**src/rtl/vga_scanout.sv**
```systemverilog
// Parametrised VGA timing generator and framebuffer scan-out engine.
// Pixel-enable divider, integer upscaling, colour expansion, vblank buffer swap.
module vga_scanout #(
  parameter int ColorBits = 3,
  parameter int CLK_DIV   = 2,
  parameter int SCALE     = 2,
  parameter int H_ACTIVE  = 640,
  parameter int H_FP      = 16,
  parameter int H_SYNC    = 96,
  parameter int H_BP      = 48,
  parameter int V_ACTIVE  = 480,
  parameter int V_FP      = 10,
  parameter int V_SYNC    = 2,
  parameter int V_BP      = 33,
  parameter bit SYNC_POL  = 1'b0,
  parameter int XW        = 9,
  parameter int YW        = 8
) (
  input  logic                 clk,
  input  logic                 reset,
  input  logic [ColorBits-1:0] readValueMemory,
  input  logic                 swap_req,
  output logic [XW-1:0]        XRead,
  output logic [YW-1:0]        YRead,
  output logic                 buf_sel,
  output logic                 hsync,
  output logic                 vsync,
  output logic [7:0]           red,
  output logic [7:0]           green,
  output logic [7:0]           blue,
  output logic                 blank,
  output logic                 clkVGA,
  output logic                 frame_start,
  output logic                 in_vblank
);

  localparam int H_TOTAL = H_ACTIVE + H_FP + H_SYNC + H_BP;
  localparam int V_TOTAL = V_ACTIVE + V_FP + V_SYNC + V_BP;
  localparam int HS_BEG  = H_ACTIVE + H_FP;
  localparam int HS_END  = HS_BEG + H_SYNC;
  localparam int VS_BEG  = V_ACTIVE + V_FP;
  localparam int VS_END  = VS_BEG + V_SYNC;
  localparam int HW      = $clog2(H_TOTAL);
  localparam int VW      = $clog2(V_TOTAL);
  localparam int DW      = $clog2(CLK_DIV);
  localparam int SW      = (SCALE > 1) ? $clog2(SCALE) : 1;
  localparam int CW      = ColorBits / 3;

  function automatic logic [7:0] expand(input logic [CW-1:0] f);
    logic [7:0] e;
    for (int i = 0; i < 8; i++) e[7-i] = f[CW-1-(i%CW)];
    return e;
  endfunction

  logic [DW-1:0] div_q, div_d;
  logic [HW-1:0] hcnt_q, hcnt_d, hq_q, hq_d;
  logic [VW-1:0] vcnt_q, vcnt_d, vq_q, vq_d;
  logic [SW-1:0] hr_q, hr_d, vr_q, vr_d;
  logic [XW-1:0] x_q, x_d;
  logic [YW-1:0] y_q, y_d;
  logic          act_p_q, act_p_d, hs_p_q, hs_p_d, vs_p_q, vs_p_d;
  logic          hsync_q, hsync_d, vsync_q, vsync_d;
  logic          blank_q, blank_d, clkvga_q, clkvga_d;
  logic          fs_q, fs_d, buf_q, buf_d, pend_q, pend_d;
  logic [7:0]    red_q, red_d, green_q, green_d, blue_q, blue_d;
  logic          tick, h_in, v_in, svc;

  assign tick = (div_q == '0);
  assign h_in = (hcnt_q < HW'(H_ACTIVE));
  assign v_in = (vcnt_q < VW'(V_ACTIVE));
  assign svc  = tick && (hcnt_q == '0) && (vcnt_q == VW'(V_ACTIVE));

  always_comb begin
    div_d   = (div_q == DW'(CLK_DIV-1)) ? '0 : div_q + DW'(1);
    hcnt_d  = hcnt_q;
    vcnt_d  = vcnt_q;
    hq_d    = hq_q;
    hr_d    = hr_q;
    vq_d    = vq_q;
    vr_d    = vr_q;
    x_d     = x_q;
    y_d     = y_q;
    act_p_d = act_p_q;
    hs_p_d  = hs_p_q;
    vs_p_d  = vs_p_q;
    hsync_d = hsync_q;
    vsync_d = vsync_q;
    blank_d = blank_q;
    red_d   = red_q;
    green_d = green_q;
    blue_d  = blue_q;
    if (tick) begin
      if (h_in) x_d = XW'(hq_q);
      if (v_in) y_d = YW'(vq_q);
      act_p_d = h_in && v_in;
      hs_p_d  = (hcnt_q >= HW'(HS_BEG)) && (hcnt_q < HW'(HS_END));
      vs_p_d  = (vcnt_q >= VW'(VS_BEG)) && (vcnt_q < VW'(VS_END));
      // Outputs take the previous pixel's pipe so they align with memory data
      hsync_d = hs_p_q ? SYNC_POL : ~SYNC_POL;
      vsync_d = vs_p_q ? SYNC_POL : ~SYNC_POL;
      blank_d = act_p_q;
      red_d   = act_p_q ? expand(readValueMemory[3*CW-1 -: CW]) : 8'h00;
      green_d = act_p_q ? expand(readValueMemory[2*CW-1 -: CW]) : 8'h00;
      blue_d  = act_p_q ? expand(readValueMemory[CW-1:0]) : 8'h00;
      if (hcnt_q == HW'(H_TOTAL-1)) begin
        hcnt_d = '0;
        hq_d   = '0;
        hr_d   = '0;
        if (vcnt_q == VW'(V_TOTAL-1)) begin
          vcnt_d = '0;
          vq_d   = '0;
          vr_d   = '0;
        end else begin
          vcnt_d = vcnt_q + VW'(1);
          if (vr_q == SW'(SCALE-1)) begin
            vr_d = '0;
            vq_d = vq_q + VW'(1);
          end else begin
            vr_d = vr_q + SW'(1);
          end
        end
      end else begin
        hcnt_d = hcnt_q + HW'(1);
        if (hr_q == SW'(SCALE-1)) begin
          hr_d = '0;
          hq_d = hq_q + HW'(1);
        end else begin
          hr_d = hr_q + SW'(1);
        end
      end
    end
  end

  always_comb begin
    fs_d     = tick && (hcnt_q == '0) && (vcnt_q == '0);
    clkvga_d = (int'(div_d) < CLK_DIV/2);
    buf_d    = buf_q;
    pend_d   = pend_q | swap_req;
    // A request arriving on the service clk is folded into this swap
    if (svc) begin
      if (pend_q || swap_req) buf_d = ~buf_q;
      pend_d = 1'b0;
    end
  end

  always_ff @(posedge clk) begin
    if (reset) begin
      div_q    <= '0;
      hcnt_q   <= '0;
      vcnt_q   <= '0;
      hq_q     <= '0;
      hr_q     <= '0;
      vq_q     <= '0;
      vr_q     <= '0;
      x_q      <= '0;
      y_q      <= '0;
      act_p_q  <= 1'b0;
      hs_p_q   <= 1'b0;
      vs_p_q   <= 1'b0;
      hsync_q  <= ~SYNC_POL;
      vsync_q  <= ~SYNC_POL;
      blank_q  <= 1'b0;
      red_q    <= '0;
      green_q  <= '0;
      blue_q   <= '0;
      fs_q     <= 1'b0;
      clkvga_q <= 1'b0;
      buf_q    <= 1'b0;
      pend_q   <= 1'b0;
    end else begin
      div_q    <= div_d;
      hcnt_q   <= hcnt_d;
      vcnt_q   <= vcnt_d;
      hq_q     <= hq_d;
      hr_q     <= hr_d;
      vq_q     <= vq_d;
      vr_q     <= vr_d;
      x_q      <= x_d;
      y_q      <= y_d;
      act_p_q  <= act_p_d;
      hs_p_q   <= hs_p_d;
      vs_p_q   <= vs_p_d;
      hsync_q  <= hsync_d;
      vsync_q  <= vsync_d;
      blank_q  <= blank_d;
      red_q    <= red_d;
      green_q  <= green_d;
      blue_q   <= blue_d;
      fs_q     <= fs_d;
      clkvga_q <= clkvga_d;
      buf_q    <= buf_d;
      pend_q   <= pend_d;
    end
  end

  assign XRead       = x_q;
  assign YRead       = y_q;
  assign buf_sel     = buf_q;
  assign hsync       = hsync_q;
  assign vsync       = vsync_q;
  assign red         = red_q;
  assign green       = green_q;
  assign blue        = blue_q;
  assign blank       = blank_q;
  assign clkVGA      = clkvga_q;
  assign frame_start = fs_q;
  assign in_vblank   = (vcnt_q >= VW'(V_ACTIVE));

endmodule

```
**config.mk**
```make
export PLATFORM = sky130hd
export DESIGN_NAME = vga_scanout
export DESIGN_NICKNAME = d
export VERILOG_FILES = /design/src/rtl/vga_scanout.sv
export SDC_FILE = /design/constraint.sdc
export NUM_CORES = 1
export LEC_CHECK = 0
export ABC_CLOCK_PERIOD_IN_PS = 2300
export CAP_MARGIN = 20
export CORE_ASPECT_RATIO = 1.4
export CORE_MARGIN = 2
export CORE_UTILIZATION = 53
export DETAILED_ROUTE_END_ITERATION = 16
export GPL_TIMING_DRIVEN = 0
export PLACE_DENSITY = 0.79
export SLEW_MARGIN = 5
export SYNTH_ARGS = -nofsm -noshare
export SYNTH_HDL_FRONTEND = slang
export SYNTH_SLANG_ARGS = --single-unit
```
**constraint.sdc**
```tcl
create_clock -name clk -period 2.3 [get_ports clk]
set_input_delay 0.46 -clock clk [delete_from_list [all_inputs] [get_ports clk]]
set_output_delay 0.46 -clock clk [all_outputs]
set_load 0.01 [all_outputs]
```
==> metrics.txt <==
run status=finished clean; critical path cell sequence=clkbuf_2 > and4_4 > nor2_1 > inv_1 > clkdlybuf4s50_1; Hold-fix buffers, CTS=0; peak fanout along the critical path=8; total I/O pin count=54; Post-CTS Setup Bufs=0; Synth Cell Area=3290 um^2; max incr delay on CP=0.53 ns; endpoint kind of the worst setup timing path=output port; busiest layer in global routing=met2; ant diodes=0; Layout area overhead=25.7%; buffer levels on the longest clock path=2; FILL cells=524; number of nets in the synthesized netlist=385; number of hold-slack violations in the final timing report=0; warning count from the yosys run=0; maximum number of pins on one net before global-route repair=14; static power due to leakage=1.62 nW; Yosys reg bits=70; crit path DAT=1.75 ns; peak supply drop=0.477 mV; deepest level of the CTS H-tree=3; via-per-instance ratio=5.51; cell at the root of the clock tree=clkbuf_8; final critical-path share of the clock period=96.1%; Worst Max-Slew Pin Slew=0.868 ns; GR Layer Usage met1=25.6%; FMAX=453 MHz; final WL=7110 um; first-pass GRT wire length=12,100 um; placement-stage cell area=3920 um^2; DR iter-0 viols=172; met2 global-route usage=37.4%; global placer's final weighted congestion=0.861; clock-pin slew of the registers on the worst-case setup and hold paths=0.08 ns; cells after synthesis=372; final number of max-transition violations=0; CTS sink count=70; required time of the critical path=1.84 ns; share of cells above drive strength 1=13.2%; GR Overflow Total=0; power density of the placed cells=629 nW/um^2; Distinct cells, synth=46; async set-or-reset flop fraction in the synthesized netlist=0%; number of buffers inserted by port buffering=53; global routing usage summed across all routing layers=21.8%; final cell count without fillers=513; number of global-route vias before repair=2,642; Layout Nets=449; most used flip-flop cell after synthesis=dfxtp_1; initial standard-cell utilization of the core=53.8%; total via count in the routed design=2,829; type of origin of the critical path=flip-flop; post-route clock skew=0.00905 ns; type of the setup path with the least slack=reg2out; Placeable Area=6130 um^2; post-layout minimum cycle time=2.21 ns; met3 demand-to-capacity share in global routing=4.36%; later-pin clock latency in the skew report=0.36 ns; path category of the worst min-delay check=reg2reg; number of enable flip-flop cells after synthesis=0; average cell area after synthesis=8.86 um^2; Core Util, Final=67.6%; number of setup violations in the final report=0; number of buffers created by CTS=9; post-layout total power=2.60 mW; share of synthesized area occupied by flip-flops and latches=42.5%; die boundary width=70.6 um; standard cell with the maximum stage delay on the critical path=clkdlybuf4s50_1; length of the first detailed-routing pass in iterations=4; antenna violations before repair=0; total number of placement rows=34; TritonCTS clock tree=yes; Max Cap Viol=0; post-placement cell count=497; Reg2Reg Depth=5; Total Die Area=6870 um^2; Post-DP HPWL=5030 um; DRC viols=0; finished layout cell area=4140 um^2; final antenna-violating net count=0; height of the die=97.3 um; detail-routed net length per standard cell=13.9 um; headroom to the max-slew limit=41.8%; Cells on Worst Hold Path=1
[sequential cells by signal, summed over array words and instances, names as in the netlist, 8 cells and up]
register  cells
hcnt_q       10
XRead         9
vq_q          8
hq_q          9
YRead         8
vcnt_q       10
[where the power goes]
group | switching (mW) | leakage [nW] | internal (mW)
combinational | 0.112 | 0.939 | 0.118
clock | 0.487 | 0.109 | 0.613
sequential | 0.0309 | 0.568 | 1.24
total | 0.630 | 1.62 | 1.97
[path summary, 6_finish.rpt]
| check | from | to | slack (ns) |
|---|---|---|---|
| max | vcnt_q[6] | in_vblank | 0.09 |
| min | hs_p_q | hs_p_q | 0.46 |
| max reg2reg | vcnt_q[5] | vcnt_q[3] | 0.27 |
| min reg2reg | hs_p_q | hs_p_q | 0.46 |
[cell families after synthesis]
group	Yosys count	share of synthesized area, %
buf+inv	52	9.19
compound gates	43	8.39
xor+xnor	16	4.25
simple gates	163	26.6
mux	21	6.38
flops	70	42.5
fa+ha+maj	7	2.66
[layout make-up]
cell class	instances	area [um^2]	share of cell area, %
tap	72	90.1	2.18
multi-input combinational	250	1590	38.5
clock buffer	9	124	2.99
inverter	11	41.3	0.997
timing repair buffer	53	531	12.8
sequential	70	1400	33.8
buffer	41	262	6.32
clock inverter	7	98.8	2.39
[metal layers]
layer	vias to the layer above	wire, um	part of all wire (%)
met5	-	0	0
met4	0	147	2.1
met3	10	403	5.7
met2	87	3560	50
met1	1311	3000	42
li1	1421	-	-
[worst max-delay path: cells and delay by family (launching register included)]
family / cells / cell delay, ns
buffers and inverters: 3 / 0.77
AND/OR/NAND/NOR: 2 / 0.31
flip-flops: 1 / 0.31
[cell usage after synthesis (all sizes together) (4+ instances only)]
master  number  area (um^2)
o31ai        6         45.0
buf         33          230
xnor2        5         43.8
nor4         6         37.5
ha           7         87.6
clkbuf       8         31.3
nand4        9         56.3
or3          6         37.5
mux2i       21          210
a21oi       16         80.1
inv         11         41.3
nor2        47          176
nand3       23          128
or2          4         25.0
nor2b        5         31.3
or4         10         78.8
nor3         9         66.3
nand2       27          101
and4         4         35.0
a31oi        6         37.5
a22oi        5         37.5
dfxtp       70         1400
xor2        11         96.3
[stage by stage]
stage          hold slack (ns)    TNS, ns  setup slack [ns]
2_1_floorplan            0.427          0             0.539
3_3_place_gp             0.437          0            0.0535
3_5_place_dp             0.452          0            0.0425
4_1_cts                  0.470          0            0.0655
5_1_grt                  0.497  -0.000320         -0.000320
6_report                 0.464          0            0.0904
[cell usage in the layout, fill, tap and decap left out, drive strengths merged, types with 7 or more instances in the layout]
cell type and n:
nand2 27, buf 33, nor2 47, clkbuf 17, nor3 9, or4 10, clkdlybuf4s50 53, mux2i 21
dfxtp 70, inv 11, a21oi 16, nand3 23, xor2 11, nand4 9, ha 7
[repair_timing]
action                                 CTS  global route
setup endpoints to repair                0             1
endpoints found under the hold margin    0             0
resized for setup                        0             1
(Power assumes the default switching activity.)
